`src/rtl/instr_pkg.sv`:
```
// Shared types and constants for the instruction fetch/decode front end.
// Branch opcodes are resolved only when INSTR_FETCH_BRANCH_EN is defined.
package instr_pkg;

    localparam int INSTR_W = 32;
    localparam int OP_W    = 8;
    localparam int SEL_W   = 2;
    localparam int RD_W    = 4;
    localparam int FIELD_W = 8;

    localparam logic [OP_W-1:0] OP_JMP   = 8'h12;
    localparam logic [OP_W-1:0] OP_JMPC  = 8'h13;
    localparam logic [OP_W-1:0] OP_JMPCN = 8'h14;
    localparam logic [OP_W-1:0] OP_HALT  = 8'hFF;

    localparam int OP_MSB   = 31;
    localparam int OP_LSB   = 24;
    localparam int SRC1_MSB = 23;
    localparam int SRC1_LSB = 22;
    localparam int SRC2_MSB = 21;
    localparam int SRC2_LSB = 20;
    localparam int RD_MSB   = 19;
    localparam int RD_LSB   = 16;
    localparam int FA_MSB   = 15;
    localparam int FA_LSB   = 8;
    localparam int FB_MSB   = 7;
    localparam int FB_LSB   = 0;

    typedef enum logic [2:0] {
        ST_IDLE,
        ST_FETCH,
        ST_WAIT,
        ST_ISSUE,
        ST_HALT
    } state_t;

    typedef struct packed {
        logic [OP_W-1:0]    op_code;
        logic [SEL_W-1:0]   source1_choice;
        logic [SEL_W-1:0]   source2_choice;
        logic [RD_W-1:0]    rd;
        logic [FIELD_W-1:0] field_a;
        logic [FIELD_W-1:0] field_b;
    } dec_fields_t;

    function automatic logic is_branch(input logic [OP_W-1:0] op);
        return (op == OP_JMP) || (op == OP_JMPC) || (op == OP_JMPCN);
    endfunction

    function automatic logic branch_taken(input logic [OP_W-1:0] op, input logic cond);
        return (op == OP_JMP) || ((op == OP_JMPC) && cond) || ((op == OP_JMPCN) && !cond);
    endfunction

endpackage

```
`src/rtl/instr_fetch_decode_if.sv`:
```
// Program-memory fetch port and decoded-field handshake to the execute stage.
// master = fetch/decode front end, slave = memory plus execute side.
interface instr_fetch_decode_if #(
    parameter int PC_WIDTH = 8,
    parameter int IWIDTH   = 8,
    parameter int WIDTH    = 8,
    parameter int SOURCES  = 4
);
    localparam int SEL_WIDTH = $clog2(SOURCES);

    logic                 imem_req;
    logic [PC_WIDTH-1:0]  imem_addr;
    logic                 imem_valid;
    logic [31:0]          imem_data;

    logic                 dec_valid;
    logic                 dec_ready;
    logic [IWIDTH-1:0]    op_code;
    logic [SEL_WIDTH-1:0] source1_choice;
    logic [SEL_WIDTH-1:0] source2_choice;
    logic [3:0]           rd;
    logic [WIDTH-1:0]     field_a;
    logic [WIDTH-1:0]     field_b;

    modport master (
        output imem_req, imem_addr,
        input  imem_valid, imem_data,
        output dec_valid, op_code, source1_choice, source2_choice, rd, field_a, field_b,
        input  dec_ready
    );

    modport slave (
        input  imem_req, imem_addr,
        output imem_valid, imem_data,
        input  dec_valid, op_code, source1_choice, source2_choice, rd, field_a, field_b,
        output dec_ready
    );

endinterface

```
`src/rtl/instr_field_split.sv`:
```
// Combinational split of a 32-bit instruction word into the decoded bundle.
module instr_field_split
    import instr_pkg::*;
(
    input  logic [INSTR_W-1:0] instr,
    output dec_fields_t        fields
);

    assign fields.op_code        = instr[OP_MSB:OP_LSB];
    assign fields.source1_choice = instr[SRC1_MSB:SRC1_LSB];
    assign fields.source2_choice = instr[SRC2_MSB:SRC2_LSB];
    assign fields.rd             = instr[RD_MSB:RD_LSB];
    assign fields.field_a        = instr[FA_MSB:FA_LSB];
    assign fields.field_b        = instr[FB_MSB:FB_LSB];

endmodule

```
`src/rtl/instr_fetch_decode.sv`:
```
// Fetch/decode front end: PC sequencing, one-outstanding fetch, decode handoff.
// Define INSTR_FETCH_BRANCH_EN to resolve JMP/JMPC/JMPCN locally.
//
// state    | meaning
// IDLE     | quiescent, waiting for run
// FETCH    | one-cycle imem_req at pc
// WAIT     | waiting for imem_valid, then latch instruction
// ISSUE    | present fields to execute, or resolve jump/halt
// HALT     | HALT retired, held until rst
module instr_fetch_decode
    import instr_pkg::*;
#(
    parameter int PC_WIDTH = 8,
    parameter int IWIDTH   = 8,
    parameter int WIDTH    = 8,
    parameter int SOURCES  = 4
)(
    input  logic                  clk,
    input  logic                  rst,
    input  logic                  run,
    input  logic                  cond_in,
    instr_fetch_decode_if.master  bus,
    output logic [PC_WIDTH-1:0]   pc,
    output logic                  halted
);

    localparam int SEL_WIDTH = $clog2(SOURCES);

    state_t              state, state_nxt;
    logic [PC_WIDTH-1:0] pc_nxt;
    logic [PC_WIDTH-1:0] pc_inc;
    logic [INSTR_W-1:0]  ir;
    logic                ir_load;
    logic                halted_nxt;
    state_t              exit_state;
    dec_fields_t         fields;

    instr_field_split u_split (
        .instr  (ir),
        .fields (fields)
    );

    assign pc_inc     = pc + PC_WIDTH'(1);
    assign exit_state = run ? ST_FETCH : ST_IDLE;

`ifdef INSTR_FETCH_BRANCH_EN
    logic [PC_WIDTH-1:0] jump_target;
    assign jump_target = PC_WIDTH'(fields.field_b);
`else
    logic unused_cond;
    assign unused_cond = cond_in;
`endif

    always_ff @(posedge clk) begin
        if (rst) begin
            state  <= ST_IDLE;
            pc     <= '0;
            ir     <= '0;
            halted <= 1'b0;
        end else begin
            state  <= state_nxt;
            pc     <= pc_nxt;
            halted <= halted_nxt;
            if (ir_load) begin
                ir <= bus.imem_data;
            end
        end
    end

    always_comb begin
        state_nxt     = state;
        pc_nxt        = pc;
        ir_load       = 1'b0;
        halted_nxt    = halted;
        bus.imem_req  = 1'b0;
        bus.dec_valid = 1'b0;

        case (state)
            ST_IDLE: begin
                if (run) begin
                    state_nxt = ST_FETCH;
                end
            end
            ST_FETCH: begin
                bus.imem_req = 1'b1;
                state_nxt    = ST_WAIT;
            end
            ST_WAIT: begin
                if (bus.imem_valid) begin
                    ir_load   = 1'b1;
                    state_nxt = ST_ISSUE;
                end
            end
            ST_ISSUE: begin
                if (fields.op_code == OP_HALT) begin
                    halted_nxt = 1'b1;
                    state_nxt  = ST_HALT;
                end
`ifdef INSTR_FETCH_BRANCH_EN
                else if (is_branch(fields.op_code)) begin
                    pc_nxt    = branch_taken(fields.op_code, cond_in) ? jump_target : pc_inc;
                    state_nxt = exit_state;
                end
`endif
                else begin
                    // pc and fields stay frozen until execute takes the bundle
                    bus.dec_valid = 1'b1;
                    if (bus.dec_ready) begin
                        pc_nxt    = pc_inc;
                        state_nxt = exit_state;
                    end
                end
            end
            ST_HALT: begin
                state_nxt = ST_HALT;
            end
            default: begin
                state_nxt = ST_IDLE;
            end
        endcase
    end

    assign bus.imem_addr      = pc;
    assign bus.op_code        = IWIDTH'(fields.op_code);
    assign bus.source1_choice = SEL_WIDTH'(fields.source1_choice);
    assign bus.source2_choice = SEL_WIDTH'(fields.source2_choice);
    assign bus.rd             = fields.rd;
    assign bus.field_a        = WIDTH'(fields.field_a);
    assign bus.field_b        = WIDTH'(fields.field_b);

endmodule

```
`src/flat_wrapper.sv`:
```
// flat-port wrapper written by rule: the top's interface ports become plain ports
module instr_fetch_decode_flat import instr_pkg::*;
#(
    parameter int PC_WIDTH = 8,
    parameter int IWIDTH   = 8,
    parameter int WIDTH    = 8,
    parameter int SOURCES  = 4
)
  (clk, rst, run, cond_in, pc, halted, bus_imem_req, bus_imem_addr, bus_imem_valid, bus_imem_data, bus_dec_valid, bus_op_code, bus_source1_choice, bus_source2_choice, bus_rd, bus_field_a, bus_field_b, bus_dec_ready);
  instr_fetch_decode_if #(.PC_WIDTH(PC_WIDTH), .IWIDTH(IWIDTH), .WIDTH(WIDTH), .SOURCES(SOURCES)) bus_i ();
  input  logic clk;
  input  logic rst;
  input  logic run;
  input  logic cond_in;
  output logic [PC_WIDTH-1:0] pc;
  output logic halted;
  output wire logic [$bits(bus_i.imem_req)-1:0] bus_imem_req;
  output wire logic [$bits(bus_i.imem_addr)-1:0] bus_imem_addr;
  input wire logic [$bits(bus_i.imem_valid)-1:0] bus_imem_valid;
  input wire logic [$bits(bus_i.imem_data)-1:0] bus_imem_data;
  output wire logic [$bits(bus_i.dec_valid)-1:0] bus_dec_valid;
  output wire logic [$bits(bus_i.op_code)-1:0] bus_op_code;
  output wire logic [$bits(bus_i.source1_choice)-1:0] bus_source1_choice;
  output wire logic [$bits(bus_i.source2_choice)-1:0] bus_source2_choice;
  output wire logic [$bits(bus_i.rd)-1:0] bus_rd;
  output wire logic [$bits(bus_i.field_a)-1:0] bus_field_a;
  output wire logic [$bits(bus_i.field_b)-1:0] bus_field_b;
  input wire logic [$bits(bus_i.dec_ready)-1:0] bus_dec_ready;
  assign bus_imem_req = bus_i.imem_req;
  assign bus_imem_addr = bus_i.imem_addr;
  assign bus_i.imem_valid = bus_imem_valid;
  assign bus_i.imem_data = bus_imem_data;
  assign bus_dec_valid = bus_i.dec_valid;
  assign bus_op_code = bus_i.op_code;
  assign bus_source1_choice = bus_i.source1_choice;
  assign bus_source2_choice = bus_i.source2_choice;
  assign bus_rd = bus_i.rd;
  assign bus_field_a = bus_i.field_a;
  assign bus_field_b = bus_i.field_b;
  assign bus_i.dec_ready = bus_dec_ready;
  instr_fetch_decode #(.PC_WIDTH(PC_WIDTH), .IWIDTH(IWIDTH), .WIDTH(WIDTH), .SOURCES(SOURCES)) u_core (.clk(clk), .rst(rst), .run(run), .cond_in(cond_in), .bus(bus_i), .pc(pc), .halted(halted));
endmodule
```
`config.mk`:
```
export PLATFORM = sky130hd
export DESIGN_NAME = instr_fetch_decode_flat
export DESIGN_NICKNAME = d
export VERILOG_FILES = /design/src/rtl/instr_pkg.sv /design/src/rtl/instr_fetch_decode_if.sv /design/src/rtl/instr_field_split.sv /design/src/rtl/instr_fetch_decode.sv /design/src/flat_wrapper.sv
export SDC_FILE = /design/constraint.sdc
export NUM_CORES = 1
export LEC_CHECK = 0
export BUFFER_PORTS_ARGS = -buffer_cell sky130_fd_sc_hd__buf_2
export CAP_MARGIN = 20
export CORE_MARGIN = 10
export CORE_UTILIZATION = 48
export DETAILED_ROUTE_END_ITERATION = 8
export GPL_ROUTABILITY_DRIVEN = 0
export GPL_TIMING_DRIVEN = 0
export PLACE_DENSITY = 0.83
export SETUP_SLACK_MARGIN = 0.05
export SLEW_MARGIN = 20
export SYNTH_ARGS = -nofsm -noshare
export SYNTH_HDL_FRONTEND = slang
export SYNTH_SLANG_ARGS = --single-unit
```
`constraint.sdc`:
```
create_clock -name clk -period 4 [get_ports clk]
set_clock_uncertainty 0.2 [all_clocks]
set_input_delay 0.2 -clock clk [delete_from_list [all_inputs] [get_ports clk]]
set_output_delay 0.2 -clock clk [all_outputs]
set_load 0.005 [all_outputs]
```
==> results.ini <==
[global_route]
grt_pass1_vias=1880
grt_pass1_wl_mm=8.88
grt_use_total_pct=17.0
grt_overflow_total=0
antenna_found_initial=0
grt_max_degree=14

[timing]
slew_viol_final=0
timing_hold_violations_final=0
setup_viol=0
maxSlewHeadroom_pct=63.4
min_period_ns=2.03
worstMarginPinSlew_ns=0.545
timing.final.crit_share_pct=50.8
fmaxAchievable_mhz=492
grt_setup_unrepaired=false
setup-tns-final_ns=0
holdWs_ns=0.0517

[power_and_ir_drop]
power.total_mw=1.04
vdd_drop_max_mv=0.287
p_leak_nw=1.25
cellPowerDensity_nw_per_um2=390

[cells_and_area]
final_core_util_pct=73.5
mostFrequentLayoutCell=buf_2
mostFrequentLayoutCells=89 x buf_2, 71 x nand2_1, 44 x dfxtp_1
diodes=0
drive_above_1_share_pct=31.5
synthToLayoutAreaGrowth_pct=50.1
fillers=296
finalNetCount=385

[worst_setup_path]
worstReg2RegStart=u_core.state[1]
rrSetupSlack_ns=2.17
cp-end-kind=output port
cp-start-kind=flip-flop
crit_type=reg2out
r2r_cells=6
r2r-end=u_core.ir[0]
required_ns=3.60
crit_fanout=8
critical_path_arrival_ns=1.63

[route]
vias_per_cell=4.88
dr.pass1.iters=4
drt-initial-drc-count=105
drcViolationCount=0
drt-total-wl_mm=5.44
detail-route-antenna-nets=0
vias=1922
post_drt_wl_per_cell_um=13.8

[floorplanning]
rows=22
die_w_um=80.9
die_y_um=80.9
ios=89
core-area_sq_um=3630
start_util_pct=49.0
dieArea_sq_um=6540

[synthesis]
ys_ff_latch=44
synth_nets=260
yosysSeqAreaShare_pct=49.5
syn_area_sq_um=1780
synth_cells=221
yosysWarningCount=0
postSynthAreaPerCell_sq_um=8.05
yosysUniqueCellTypes=32

[clocking]
cts_root_buf=clkbuf_8
clk_latency_ns=0.30
cts.path.max_buffers=2
cts_sinks=44
h-tree-depth=2
cts_tree=built
cts_resized=0
clk_pin_slew_ns=0.08
postCtsSetupBuffers=0
ctsHoldBuffers=32
cts_buffers=5

[min_path]
worstHoldEndpoint=u_core.ir[5]
min_path_cells=2
min_from=rst
hold_path.class=in2reg

[run_status]
outcome=finished clean

[place]
dp_hpwl_mm=3.83
numPortBuffers=86

[flow_run]
maxCapViolations=0

-- metrics by stage --
stage               cell area, sq um  std cells  worst slack (ns)
floorplan                       1780        221              2.40
global placement                2270        355              2.26
detailed placement              2270        355              2.24
CTS                             2670        394              1.97
global route                    2670        394              1.84
finish                          2670        394              1.97
-- registers in the layout, indices dropped and copies added, names as in the netlist --
register and flops:
u_core.bus.imem_addr 8, u_core.halted 1, u_core.ir 32, u_core.state 3
-- cell type report --
class,count,area (sq um),area share [%]
Tap cell,48,60.1,2.25
Sequential cell,44,881,33.0
Inverter,1,3.75,0.141
Buffer,21,124,4.64
Timing Repair Buffer,118,751,28.1
Clock buffer,5,68.8,2.58
Clock inverter,2,12.5,0.468
Multi-Input combinational cell,155,771,28.9
-- power breakdown --
| part | leakage, nW | internal [mW] | switching, mW |
|---|---|---|---|
| Sequential | 0.356 | 0.481 | 0.0260 |
| Clock | 0.0400 | 0.118 | 0.147 |
| Combinational | 0.849 | 0.127 | 0.143 |
-- routing by layer --
| metal | wire [um] | vias up | GRT usage (%) |
|---|---|---|---|
| met2 | 2900 | 51 | 30.7 |
| met4 | 74 | 0 | 5.88 |
| met5 | 0 | - | 0 |
| li1 | - | 980 | - |
| met3 | 425 | 6 | 6.51 |
| met1 | 2040 | 885 | 17.8 |
-- worst max path at each step --
stage	from	endpoint	depth (start not counted)
floorplan	u_core.state[1]	u_core.bus.imem_addr[5]	6
CTS	u_core.ir[31]	bus_dec_valid	4
detailed placement	u_core.state[1]	u_core.ir[0]	6
finish	u_core.ir[24]	bus_dec_valid	4
global route	u_core.ir[26]	bus_dec_valid	4
global placement	u_core.ir[31]	u_core.state[0]	4
-- cells in the mapped netlist, drive strengths merged --
cell type	count	area [sq um]
o21ai	1	5.00
buf	14	97.6
nor3	2	10.0
o2111ai	2	17.5
nand2b	1	6.26
xor2	4	35.0
nand3	3	15.0
inv	1	3.75
nand2	72	278
nand4	2	12.5
o2111a	1	11.3
nor2b	2	12.5
xnor2	1	8.76
and4	1	8.76
and3	1	7.51
or2b	1	7.51
or4	3	22.5
dfxtp	44	881
and3b	1	8.76
and2	1	6.26
nor2	11	41.3
o31ai	3	22.5
ha	1	12.5
a21oi	36	180
clkbuf	7	26.3
o211ai	3	22.5
a31o	1	8.76
mux2i	1	10.0
-- logic make-up after synthesis --
group / after synthesis / synth area share [%]
muxes: 1 / 0.563
adders and majority gates: 1 / 0.703
and+or+nand+nor: 101 / 24.5
DFF: 44 / 49.5
buffers and inverters: 22 / 7.17
xor gates and xnor gates: 5 / 2.46
AOI/OAI and AO/OA: 47 / 15.0
-- worst max-delay path: stages, from the launching register on --
cell and delay, ns:
dfxtp_1 0.37, nand4_1 0.24, nor2_1 0.44, nor2b_1 0.13, buf_2 0.15
(Power assumes the default switching activity.)
